**src/rtl/issue_port_sched_pkg.sv**
```systemverilog
// Shared types and constants for the issue-port scheduler:
// unit classes, latencies and the writeback slot layout.
package issue_port_sched_pkg;

   localparam int WIDTH_TAG = 5;
   localparam int MUL_LAT   = 3;
   localparam int DIV_LAT   = 8;
   localparam int WB_DEPTH  = 16;
   localparam int IDX_W     = $clog2(WB_DEPTH);
   localparam int CNT_W     = $clog2(DIV_LAT);

   typedef enum logic [1:0] {
      FU_ALU = 2'd0,
      FU_MUL = 2'd1,
      FU_DIV = 2'd2,
      FU_RSV = 2'd3
   } fu_e;

   typedef logic [WIDTH_TAG-1:0] tag_t;
   typedef logic [IDX_W-1:0]     idx_t;

   typedef struct packed {
      logic valid;
      tag_t tag;
   } wb_slot_t;

   function automatic idx_t fu_lat(input fu_e f);
      idx_t l;
      case (f)
         FU_MUL:  l = idx_t'(MUL_LAT);
         FU_DIV:  l = idx_t'(DIV_LAT);
         default: l = idx_t'(1);
      endcase
      return l;
   endfunction

endpackage

```
**src/rtl/issue_port_sched_if.sv**
```systemverilog
// Issue-queue / writeback bundle between the queue and the scheduler.
// master = queue side, slave = scheduler.
interface issue_port_sched_if;
   import issue_port_sched_pkg::*;

   logic [1:0] i_req;
   logic [1:0] i_fu0;
   logic [1:0] i_fu1;
   tag_t       i_tag0;
   tag_t       i_tag1;
   logic       i_flush;
   logic [1:0] o_grant;
   logic [1:0] o_wb_valid;
   tag_t       o_wb_tag0;
   tag_t       o_wb_tag1;
   logic       o_div_busy;

   modport master (
      output i_req, i_fu0, i_fu1, i_tag0, i_tag1, i_flush,
      input  o_grant, o_wb_valid, o_wb_tag0, o_wb_tag1, o_div_busy
   );

   modport slave (
      input  i_req, i_fu0, i_fu1, i_tag0, i_tag1, i_flush,
      output o_grant, o_wb_valid, o_wb_tag0, o_wb_tag1, o_div_busy
   );

endinterface

```
**src/rtl/issue_port_sched_wb_resv_table.sv**
```systemverilog
// Writeback reservation table: shifts down one entry per cycle,
// two slots per entry, two inserts into the post-shift table.
module wb_resv_table
   import issue_port_sched_pkg::*;
(
   input  logic     clk,
   input  logic     rst,
   input  logic     clr,
   input  idx_t     rd_idx0,
   input  idx_t     rd_idx1,
   output logic [1:0] occ0,
   output logic [1:0] occ1,
   input  logic     we0,
   input  idx_t     widx0,
   input  tag_t     wtag0,
   input  logic     we1,
   input  idx_t     widx1,
   input  tag_t     wtag1,
   output wb_slot_t head0,
   output wb_slot_t head1
);

   wb_slot_t tbl_q [WB_DEPTH][2];
   wb_slot_t tbl_d [WB_DEPTH][2];

   always_comb begin
      for (int d = 0; d < WB_DEPTH; d++) begin
         for (int s = 0; s < 2; s++) begin
            if (d == WB_DEPTH-1) tbl_d[d][s] = '0;
            else                 tbl_d[d][s] = tbl_q[d+1][s];
         end
      end
      // port 0 inserts first so it owns the lower free slot
      if (we0) begin
         if (!tbl_d[widx0][0].valid) tbl_d[widx0][0] = {1'b1, wtag0};
         else                        tbl_d[widx0][1] = {1'b1, wtag0};
      end
      if (we1) begin
         if (!tbl_d[widx1][0].valid) tbl_d[widx1][0] = {1'b1, wtag1};
         else                        tbl_d[widx1][1] = {1'b1, wtag1};
      end
      if (clr) begin
         for (int d = 0; d < WB_DEPTH; d++) begin
            tbl_d[d][0] = '0;
            tbl_d[d][1] = '0;
         end
      end
   end

   always_ff @(posedge clk) begin
      if (rst) begin
         for (int d = 0; d < WB_DEPTH; d++) begin
            tbl_q[d][0] <= '0;
            tbl_q[d][1] <= '0;
         end
      end else begin
         tbl_q <= tbl_d;
      end
   end

   assign occ0  = {1'b0, tbl_q[rd_idx0][0].valid}
                + {1'b0, tbl_q[rd_idx0][1].valid};
   assign occ1  = {1'b0, tbl_q[rd_idx1][0].valid}
                + {1'b0, tbl_q[rd_idx1][1].valid};
   assign head0 = tbl_q[0][0];
   assign head1 = tbl_q[0][1];

endmodule

```
**src/rtl/issue_port_sched.sv**
```systemverilog
// Dual-port issue scheduler: grants queue heads against MUL/DIV and
// writeback-port hazards, and replays granted tags at writeback.
module issue_port_sched
   import issue_port_sched_pkg::*;
(
   input logic i_clk,
   input logic i_rst,
   issue_port_sched_if.slave bus
);

   fu_e        fu0;
   fu_e        fu1;
   idx_t       lat0;
   idx_t       lat1;
   logic [1:0] occ0;
   logic [1:0] occ1;
   logic [1:0] occ1x;
   logic       blk;
   logic       g0;
   logic       g1;
   wb_slot_t   head0;
   wb_slot_t   head1;
   logic [CNT_W-1:0] cnt_q;
   logic [CNT_W-1:0] cnt_d;

   assign fu0  = fu_e'(bus.i_fu0);
   assign fu1  = fu_e'(bus.i_fu1);
   assign lat0 = fu_lat(fu0);
   assign lat1 = fu_lat(fu1);
   assign blk  = bus.i_flush | i_rst;

   always_comb begin
      g0    = 1'b0;
      g1    = 1'b0;
      occ1x = occ1;
      cnt_d = cnt_q;
      g0 = bus.i_req[0] && (fu0 != FU_RSV) && (occ0 < 2'd2)
         && !(fu0 == FU_DIV && cnt_q != '0) && !blk;
      // a same-latency port-0 grant consumes one write port too
      occ1x = occ1 + {1'b0, g0 && (lat0 == lat1)};
      g1 = bus.i_req[1] && (fu1 != FU_RSV) && (occ1x < 2'd2)
         && !(fu1 == FU_MUL && g0 && fu0 == FU_MUL)
         && !(fu1 == FU_DIV && (cnt_q != '0 || (g0 && fu0 == FU_DIV)))
         && !blk;
      if (blk)
         cnt_d = '0;
      else if ((g0 && fu0 == FU_DIV) || (g1 && fu1 == FU_DIV))
         cnt_d = CNT_W'(DIV_LAT - 1);
      else if (cnt_q != '0)
         cnt_d = cnt_q - 1'b1;
   end

   always_ff @(posedge i_clk) begin
      if (i_rst) cnt_q <= '0;
      else       cnt_q <= cnt_d;
   end

   wb_resv_table u_tbl (
      .clk     (i_clk),
      .rst     (i_rst),
      .clr     (bus.i_flush),
      .rd_idx0 (lat0),
      .rd_idx1 (lat1),
      .occ0    (occ0),
      .occ1    (occ1),
      .we0     (g0),
      .widx0   (lat0 - idx_t'(1)),
      .wtag0   (bus.i_tag0),
      .we1     (g1),
      .widx1   (lat1 - idx_t'(1)),
      .wtag1   (bus.i_tag1),
      .head0   (head0),
      .head1   (head1)
   );

   assign bus.o_grant    = {g1, g0};
   assign bus.o_wb_valid = blk ? 2'b00 : {head1.valid, head0.valid};
   assign bus.o_wb_tag0  = i_rst ? '0 : head0.tag;
   assign bus.o_wb_tag1  = i_rst ? '0 : head1.tag;
   assign bus.o_div_busy = !i_rst && (cnt_q != '0);

endmodule
```
**src/flat_wrapper.sv**
```systemverilog
// flat-port wrapper written by rule: the top's interface ports become plain ports
module issue_port_sched_flat import issue_port_sched_pkg::*;
  (i_clk, i_rst, bus_i_req, bus_i_fu0, bus_i_fu1, bus_i_tag0, bus_i_tag1, bus_i_flush, bus_o_grant, bus_o_wb_valid, bus_o_wb_tag0, bus_o_wb_tag1, bus_o_div_busy);
  issue_port_sched_if bus_i ();
  input logic i_clk;
  input logic i_rst;
  input wire logic [$bits(bus_i.i_req)-1:0] bus_i_req;
  input wire logic [$bits(bus_i.i_fu0)-1:0] bus_i_fu0;
  input wire logic [$bits(bus_i.i_fu1)-1:0] bus_i_fu1;
  input wire logic [$bits(bus_i.i_tag0)-1:0] bus_i_tag0;
  input wire logic [$bits(bus_i.i_tag1)-1:0] bus_i_tag1;
  input wire logic [$bits(bus_i.i_flush)-1:0] bus_i_flush;
  output wire logic [$bits(bus_i.o_grant)-1:0] bus_o_grant;
  output wire logic [$bits(bus_i.o_wb_valid)-1:0] bus_o_wb_valid;
  output wire logic [$bits(bus_i.o_wb_tag0)-1:0] bus_o_wb_tag0;
  output wire logic [$bits(bus_i.o_wb_tag1)-1:0] bus_o_wb_tag1;
  output wire logic [$bits(bus_i.o_div_busy)-1:0] bus_o_div_busy;
  assign bus_i.i_req = bus_i_req;
  assign bus_i.i_fu0 = bus_i_fu0;
  assign bus_i.i_fu1 = bus_i_fu1;
  assign bus_i.i_tag0 = bus_i_tag0;
  assign bus_i.i_tag1 = bus_i_tag1;
  assign bus_i.i_flush = bus_i_flush;
  assign bus_o_grant = bus_i.o_grant;
  assign bus_o_wb_valid = bus_i.o_wb_valid;
  assign bus_o_wb_tag0 = bus_i.o_wb_tag0;
  assign bus_o_wb_tag1 = bus_i.o_wb_tag1;
  assign bus_o_div_busy = bus_i.o_div_busy;
  issue_port_sched u_core (.i_clk(i_clk), .i_rst(i_rst), .bus(bus_i));
endmodule
```
**config.mk**
```make
export PLATFORM = sky130hd
export DESIGN_NAME = issue_port_sched_flat
export DESIGN_NICKNAME = d
export VERILOG_FILES = /design/src/rtl/issue_port_sched_pkg.sv /design/src/rtl/issue_port_sched_if.sv /design/src/rtl/issue_port_sched_wb_resv_table.sv /design/src/rtl/issue_port_sched.sv /design/src/flat_wrapper.sv
export SDC_FILE = /design/constraint.sdc
export NUM_CORES = 1
export LEC_CHECK = 0
export BUFFER_PORTS_ARGS = -buffer_cell sky130_fd_sc_hd__clkbuf_2
export CORE_AREA = 2 2 155 157
export CTS_CLUSTER_DIAMETER = 50
export CTS_CLUSTER_SIZE = 30
export DETAILED_ROUTE_END_ITERATION = 12
export DIE_AREA = 0 0 157 159
export GPL_ROUTABILITY_DRIVEN = 0
export HOLD_SLACK_MARGIN = 0.05
export MAX_ROUTING_LAYER = met4
export PLACE_DENSITY_LB_ADDON = 0.12
export SLEW_MARGIN = 15
export SYNTH_ARGS = -nofsm -noshare
export SYNTH_HDL_FRONTEND = slang
export SYNTH_HIERARCHICAL = 1
export SYNTH_SLANG_ARGS = --single-unit
```
**constraint.sdc**
```tcl
create_clock -name i_clk -period 9.65 [get_ports i_clk]
set_clock_uncertainty 0.15 [all_clocks]
set_input_delay 0.4825 -clock i_clk [delete_from_list [all_inputs] [get_ports i_clk]]
set_output_delay 0.4825 -clock i_clk [all_outputs]
set_load 0.02 [all_outputs]
```
## After elaboration in Yosys (flattened, before gate mapping)

Index checks and enable logic that the tools add are counted.

| cells by class | value |
|---|---|
| order comparisons | 8 |
| add/subtract/negate cells | 6 |
| reduce and logical (&&, ||, !) cells | 30 |
| muxes and demuxes | 35 |
| equality and inequality tests | 7 |
| bitwise logic cells | 5 |

Operators by type and width:

| kind | number |
|---|---|
| bitwise mux 192 bit | 4 |
| 2-to-1 mux 192 bit | 4 |
| binary-select mux 12 bit (select 4 bit) | 4 |
| demux 12 bit (select 4 bit) | 4 |
| 2-to-1 mux 12 bit | 10 |
| greater-or-equal comparator 5 bit, second input constant | 4 |
| NOT 4 -> 5 bit | 4 |
| logical AND 1 bit | 19 |
| case mux 4 bit (2 select lines) | 2 |
| 2-to-1 mux 6 bit | 2 |
| less-than comparator 5 x 1 -> 1 bit, second input constant | 2 |
| 2-to-1 mux 5 bit | 2 |
| subtractor 4 x 1 -> 4 bit, second input constant | 2 |
| 2-to-1 mux 3 bit | 2 |
| zero test 1 bit | 5 |
| adder 1 x 1 -> 2 bit | 2 |
| equality test 2 x 1 -> 1 bit, second input constant | 2 |
| equality test 2 bit, second input constant | 2 |
| equality test 4 bit | 1 |
| less-than comparator 2 bit, second input constant | 2 |
| inequality test 2 bit, second input constant | 2 |
| OR reduction 2 bit | 2 |
| nonzero test 3 bit | 1 |
| subtractor 3 x 1 -> 3 bit, second input constant | 1 |
| 5 further kinds | 6 |

| storage, ports and cells | value |
|---|---|
| input port bits | 19 |
| word-level logic and storage cells | 156 |
| register bits after elaboration | 195 |
| output and inout bits | 15 |

## Depth between registers and ports, before layout

| depth | value |
|---|---|
| depth after elaboration | 21 |
| gate-level depth with buffers | 17 |
| depth with buffers taken out | 15 |

## By module

The synthesis kept the hierarchy.

Modules (own cells, without submodules):

| module | sequential area each (um2) | cells an instance | area each (um2) | instances |
|---|---|---|---|---|
| wb_resv_table | 3,843.7 | 1,024 | 9,862.0 | 1 |
| issue_port_sched | 60.1 | 68 | 531.8 | 1 |

## Worst setup path after synthesis

OpenSTA, ideal clock, no wires.

| timing | value |
|---|---|
| path type | in2reg |
| from | input bus_i_fu0[0] |
| to | register u_core/u_tbl/tbl_q[152] in the netlist's numbering |
| arrival time | 4,861 ps |
| setup time | 130 ps |
| slack | 4,509 ps |
| data required time | 9,370 ps |
| buffers on the path | 2 |
| stages on the path | 17 |
| cell sequence | inv_1 > ha_1 > inv_2 > clkbuf_1 > mux4_2 > mux4_2 > ha_1 > nor2_1 > o2111a_1 > mux2_4 > a221oi_1 > nand3_1 > nor2_1 > nand2_1 > clkbuf_1 > nand3_1 > o21ai_0 |

| on the way | value |
|---|---|
| longest elaborated chain between the ends | 19 |
| elaborated cells between the ends (all ways) | 53 |
| classes of those cells | 3 x add/sub; 4 x order compare; 4 x eq/ne; 21 x mux; 2 x bitwise; 19 x reduce/logical |

RTL lines:

| element | line | text |
|---|---|---|
| from (decl) | flat_wrapper.sv:8 | `input wire logic [$bits(bus_i.i_fu0)-1:0] bus_i_fu0;` |
| equality test 2 bit or equality test 2 x 1 -> 1 bit (tied branches) | issue_port_sched_pkg.sv:29 | `case (f)` |
| case mux 4 bit (2 select lines) * | issue_port_sched_pkg.sv:29 |  |
| via u_core.lat0[3] | issue_port_sched.sv:13 | `idx_t lat0;` |
| NOT 4 -> 5 bit (not written as such) * | issue_port_sched_wb_resv_table.sv:61, issue_port_sched_wb_resv_table.sv:62 |  |
| binary-select mux 12 bit (select 4 bit) * | issue_port_sched_wb_resv_table.sv:61, issue_port_sched_wb_resv_table.sv:62 |  |
| 2-to-1 mux 12 bit (not written as such) * (2 in a row) | issue_port_sched_wb_resv_table.sv:62 | `+ {1'b0, tbl_q[rd_idx0][1].valid};` |
| adder 1 x 1 -> 2 bit * | issue_port_sched_wb_resv_table.sv:62 |  |
| via u_core.occ0[1] | issue_port_sched.sv:15 | `logic [1:0] occ0;` |
| [... 4 more ...] | - |  |
| via u_core.g0 | issue_port_sched.sv:19 | `logic g0;` |
| [... 1 more ...] | - |  |
| adder 2 x 1 -> 2 bit | issue_port_sched.sv:40 | `occ1x = occ1 + {1'b0, g0 && (lat0 == lat1)};` |
| less-than comparator 2 bit | issue_port_sched.sv:41 | `g1 = bus.i_req[1] && (fu1 != FU_RSV) && (occ1x < 2'd2)` |
| logical AND 1 bit | issue_port_sched.sv:41 |  |
| logical AND 1 bit | issue_port_sched.sv:42 | `&& !(fu1 == FU_MUL && g0 && fu0 == FU_MUL)` |
| logical AND 1 bit * | issue_port_sched.sv:43 | `&& !(fu1 == FU_DIV && (cnt_q != '0 \|\| (g0 && fu0 == FU_DIV)))` |
| logical AND 1 bit * | issue_port_sched.sv:44 | `&& !blk;` |
| via u_core.g1 | issue_port_sched.sv:20 | `logic g1;` |
| 2-to-1 mux 192 bit * | issue_port_sched_wb_resv_table.sv:38 | `if (we1) begin` |
| to (signal assigned) | issue_port_sched_wb_resv_table.sv:57 | `tbl_q <= tbl_d;` |
| to (decl) | issue_port_sched_wb_resv_table.sv:23 | `wb_slot_t tbl_q [WB_DEPTH][2];` |

The timed path passes the listed nets; every way through them passes the cells marked *. The select of a mux whose other input is x is not followed.
A chain may end at the register's enable or synchronous reset.

## Worst setup path in the final report

| timing | value |
|---|---|
| from | input bus_i_fu0[0] |
| to | register u_core/u_tbl/tbl_q[27] in the netlist's numbering |

| on the way | value |
|---|---|
| longest elaborated chain between the ends | 19 |
| elaborated cells between the ends (all ways) | 54 |
| classes of those cells | 3 x add/sub; 4 x order compare; 4 x eq/ne; 22 x mux; 2 x bitwise; 19 x reduce/logical |

RTL lines:

| element | line |
|---|---|
| equality test 2 bit or equality test 2 x 1 -> 1 bit (tied branches) | issue_port_sched_pkg.sv:29 |
| case mux 4 bit (2 select lines) * | issue_port_sched_pkg.sv:29 |
| via u_core.lat0[3] | issue_port_sched.sv:13 |
| NOT 4 -> 5 bit (not written as such) * | issue_port_sched_wb_resv_table.sv:61, issue_port_sched_wb_resv_table.sv:62 |
| binary-select mux 12 bit (select 4 bit) * | issue_port_sched_wb_resv_table.sv:61, issue_port_sched_wb_resv_table.sv:62 |
| 2-to-1 mux 12 bit (not written as such) * (2 in a row) | issue_port_sched_wb_resv_table.sv:62 |
| adder 1 x 1 -> 2 bit * | issue_port_sched_wb_resv_table.sv:62 |
| via u_core.occ0[1] | issue_port_sched.sv:15 |
| [... 4 more ...] | - |
| logical AND 1 bit | issue_port_sched.sv:40 |
| adder 2 x 1 -> 2 bit | issue_port_sched.sv:40 |
| less-than comparator 2 bit | issue_port_sched.sv:41 |
| logical AND 1 bit | issue_port_sched.sv:41 |
| logical AND 1 bit | issue_port_sched.sv:42 |
| logical AND 1 bit | issue_port_sched.sv:43 |
| logical AND 1 bit | issue_port_sched.sv:44 |
| 2-to-1 mux 192 bit * | issue_port_sched_wb_resv_table.sv:38 |

Marked as above.

==> results.sh <==
export IMPL_outcome="completed"
export IMPL_design_power_total_mw=1.65
export IMPL_cap_violations=0
export IMPL_hold_viol=0
export IMPL_nNetsFinal=1070
export IMPL_synth_xor_area_share=0.00253
export IMPL_syn_area_um2=10400
export IMPL_crit_fanout=43
export IMPL_synth_edf_count=0
export IMPL_core_area_um2=23200
export IMPL_arrival_ns=6.02
export IMPL_sw_frac_of_total=0.263
export IMPL_relSlewSlack=0.348
export IMPL_p_clk_frac=0.428
export IMPL_ys_types=80
export IMPL_cts_resized=0
export IMPL_synth_seq_area_share=0.376
export IMPL_clock_path_buffers=2
export IMPL_stdcell_count=1373
export IMPL_clock_sink_count=195
export IMPL_seqPwrFrac=0.491
export IMPL_clk_latency_ns=0.44
export IMPL_synth_area_leaders="dfxtp_1 (38%), mux2i_1 (12%), mux2_2 (6.1%), mux4_2 (5.0%), nor2_1 (3.3%)"
export IMPL_crit_top_cell="nor2_1"
export IMPL_worst_pin_slew_ns=0.971
export IMPL_ant_nets=0
export IMPL_track_usage=0.244
export IMPL_initial_utilization=0.448
export IMPL_drive_above_1_share=0.186
export IMPL_postCtsSetupBuffers=0
export IMPL_cts_tree="yes"
export IMPL_rsz0062_at_grt="no"
export IMPL_area_delta_synth_final_pct=6.56
export IMPL_vdd_ir_drop_max_mv=0.0789
export IMPL_hpwl_um=19100
export IMPL_io_pins=34
export IMPL_p_switching_mw=0.433
export IMPL_crit_path_max_incr_delay_ns=0.80
export IMPL_synthTopCellsByCount="dfxtp_1 (195), mux2i_1 (122), nor2_1 (91), clkbuf_1 (64), mux2_2 (56)"
export IMPL_met1_usage=0.328
export IMPL_fin_crit_ns=5.89
export IMPL_slew_viol_final=0
export IMPL_avgViaCountPerCell=5.84
export IMPL_synth_compound_area_share=0.165
export IMPL_met2_usage=0.372
export IMPL_post_route_period_util=0.610
export IMPL_placed_cells=1341
export IMPL_grt_antenna_before_repair=0
export IMPL_synth_simple_area_share=0.147
export IMPL_htreeDepth=4
export IMPL_final_area_um2=11100
export IMPL_synth_area_mux_share=0.232
export IMPL_grt_max_degree=67
export IMPL_antenna_cells=0
export IMPL_hold_buffers=0
export IMPL_setup_viol=0
export IMPL_p_per_area_nw_per_um2=149
export IMPL_cts_buffers=17
export IMPL_route_detailed_drc=0
export IMPL_crit_path_end_kind="flop"
export IMPL_num_vias=8017
export IMPL_fin_tns_setup_ns=0
export IMPL_postSynthCellCount=1092
export IMPL_yosys_warnings=6
export IMPL_synthAdderAreaFrac=0.0120
export IMPL_hold_class="in -> reg"
export IMPL_fmax_mhz=170
export IMPL_ys_ff_latch=195
export IMPL_cp_cell_sequence="clkbuf_2 > inv_1 > ha_1 > buf_4 > inv_2 > mux4_2 > mux4_2 > ha_1 > nor2_1 > o2111a_1 > mux2_4 > a221oi_1 > nand2_1 > nor2_1 > nand3_1 > nor2_1 > a211oi_2"
export IMPL_syn_area_per_cell_um2=9.52
export IMPL_cell_internal_pwr_mw=1.21
export IMPL_grt_pass1_wl_um=45700
export IMPL_synth_area_leader_cell="dfxtp_1"
export IMPL_globalRouteMet3Util=0.0359
export IMPL_power_frac_comb=0.081
export IMPL_first_pass_iters=5
export IMPL_cp_data_required_time_ns=9.79
export IMPL_synth_flop_cell="dfxtp_1"
export IMPL_die_w_um=157
export IMPL_synth_most_common_cell="dfxtp_1"
export IMPL_drtIter0Drc=762
export IMPL_die_area_um2=25000
export IMPL_worst_path_buf_inv=4
export IMPL_die_h_um=159
export IMPL_routed_wl_um=28800
export IMPL_p_leak_nw=4.22
export IMPL_crit_path_start_kind="input pin"
export IMPL_grt_remaining_overflow=0
export IMPL_wire_per_inst_um=21.0
export IMPL_synth_top_family_by_area="multiplexers"
export IMPL_cp_slowest_cell="a221oi_1"
export IMPL_dpl_cell_area_um2=10500
export IMPL_path_clk_slew_ns=0.07
export IMPL_crit_type="in -> reg"
export IMPL_io_buffers=33
export IMPL_grt_pass1_vias=7694
export IMPL_ys_async_sr_fraction=0
export IMPL_path_delay_family="simple AND/OR/NAND/NOR gates"
export IMPL_grt_busiest_layer="met2"
export IMPL_synth_top_area_frac=0.376
export IMPL_root_buffer="clkbuf_16"
export IMPL_rows=56
==> worst paths after layout <==
path,start,to,slack (ns),cells after the start
setup / recovery,bus_i_fu0[0],u_core/u_tbl/tbl_q[27],3.76,17
hold / removal,bus_i_flush,u_core/cnt_q[0],0.17,2
setup reg to reg,u_core/u_tbl/tbl_q[95],u_core/u_tbl/tbl_q[27],4.40,12
hold reg to reg,u_core/u_tbl/tbl_q[77],u_core/u_tbl/tbl_q[89],0.33,2
==> kinds of logic (layout without fill, tap and decap cells) <==
family	after synthesis	in the layout
xor gates and xnor gates	3	3
muxes	204	204
adders and majority gates	10	10
other	1	4
and+or+nand+nor	292	292
buffers and inverters	145	104
AOI/OAI and AO/OA	242	242
DFF	195	195
==> placed cells by master, fill, tap and decap left out, types with 6 or more instances in the layout <==
| master | n |
|---|---|
| nand3_1 | 53 |
| o31ai_1 | 10 |
| nor2_1 | 90 |
| ha_1 | 10 |
| clkbuf_2 | 33 |
| dfxtp_1 | 195 |
| a31oi_1 | 12 |
| nand4_1 | 6 |
| nand3b_1 | 6 |
| a21oi_1 | 53 |
| o21ai_0 | 34 |
| and2_1 | 14 |
| nand2_1 | 40 |
| a211oi_1 | 38 |
| or3_1 | 10 |
| nor2b_1 | 18 |
| buf_4 | 11 |
| o21ai_1 | 41 |
| mux2_2 | 56 |
| a211o_1 | 10 |
| clkbuf_16 | 17 |
| nand2b_1 | 7 |
| mux2i_1 | 122 |
| nor3_1 | 7 |
| mux4_2 | 23 |
| inv_1 | 27 |
==> flip-flops by register name, indices dropped and copies added (netlist names) <==
register	count
u_core/u_tbl/head0	6
u_core/cnt_q	3
u_core/u_tbl/tbl_q	180
u_core/u_tbl/head1	6
==> metal layers <==
| metal | wire (µm) | share of wire |
|---|---|---|
| met1 | 13300 | 0.46 |
| met3 | 1200 | 0.042 |
| met5 | 0 | 0 |
| met4 | 898 | 0.031 |
| met2 | 13400 | 0.47 |
==> metrics by stage <==
stage	util	setup WS (ns)	hold WS, ns
6_report	0.478	3.76	0.173
5_1_grt	0.478	3.43	0.170
4_1_cts	0.477	3.79	0.156
3_5_place_dp	0.452	3.34	0.319
3_3_place_gp	0.452	3.54	0.312
2_1_floorplan	-	4.51	0.297
==> area by class of cell <==
cell class / instances / area [µm²]
Fill cell: 2194 / 12100
Tap cell: 319 / 399
Clock buffer: 18 / 439
Clock inverter: 14 / 145
Multi-Input combinational cell: 755 / 5840
Inverter: 28 / 105
Sequential cell: 195 / 3900
Timing Repair Buffer: 44 / 248
==> power by group through the flow <==
| stage | clock network (mW) | logic (mW) | registers [mW] |
|---|---|---|---|
| after global routing | 0.750 | 0.144 | 0.808 |
| after CTS | 0.715 | 0.134 | 0.808 |
| final | 0.705 | 0.134 | 0.808 |
| after detailed placement | 0 | 0.133 | 0.827 |
| after floorplan | 0 | 0.0964 | 0.826 |
| after global placement | 0 | 0.133 | 0.827 |
==> worst reg2reg max path: stages (launching register included) <==
cell and delay [ns]:
dfxtp_1 0.40, mux4_2 0.49, mux4_2 0.47, ha_1 0.25, nor2_1 0.10, o2111a_1 0.51
mux2_4 0.38, a221oi_1 0.80, nand2_1 0.17, nor2_1 0.51, nand3_1 0.54, nor2_1 0.28
a211oi_2 0.07
No activity file was read; power rests on OpenSTA's default activity.
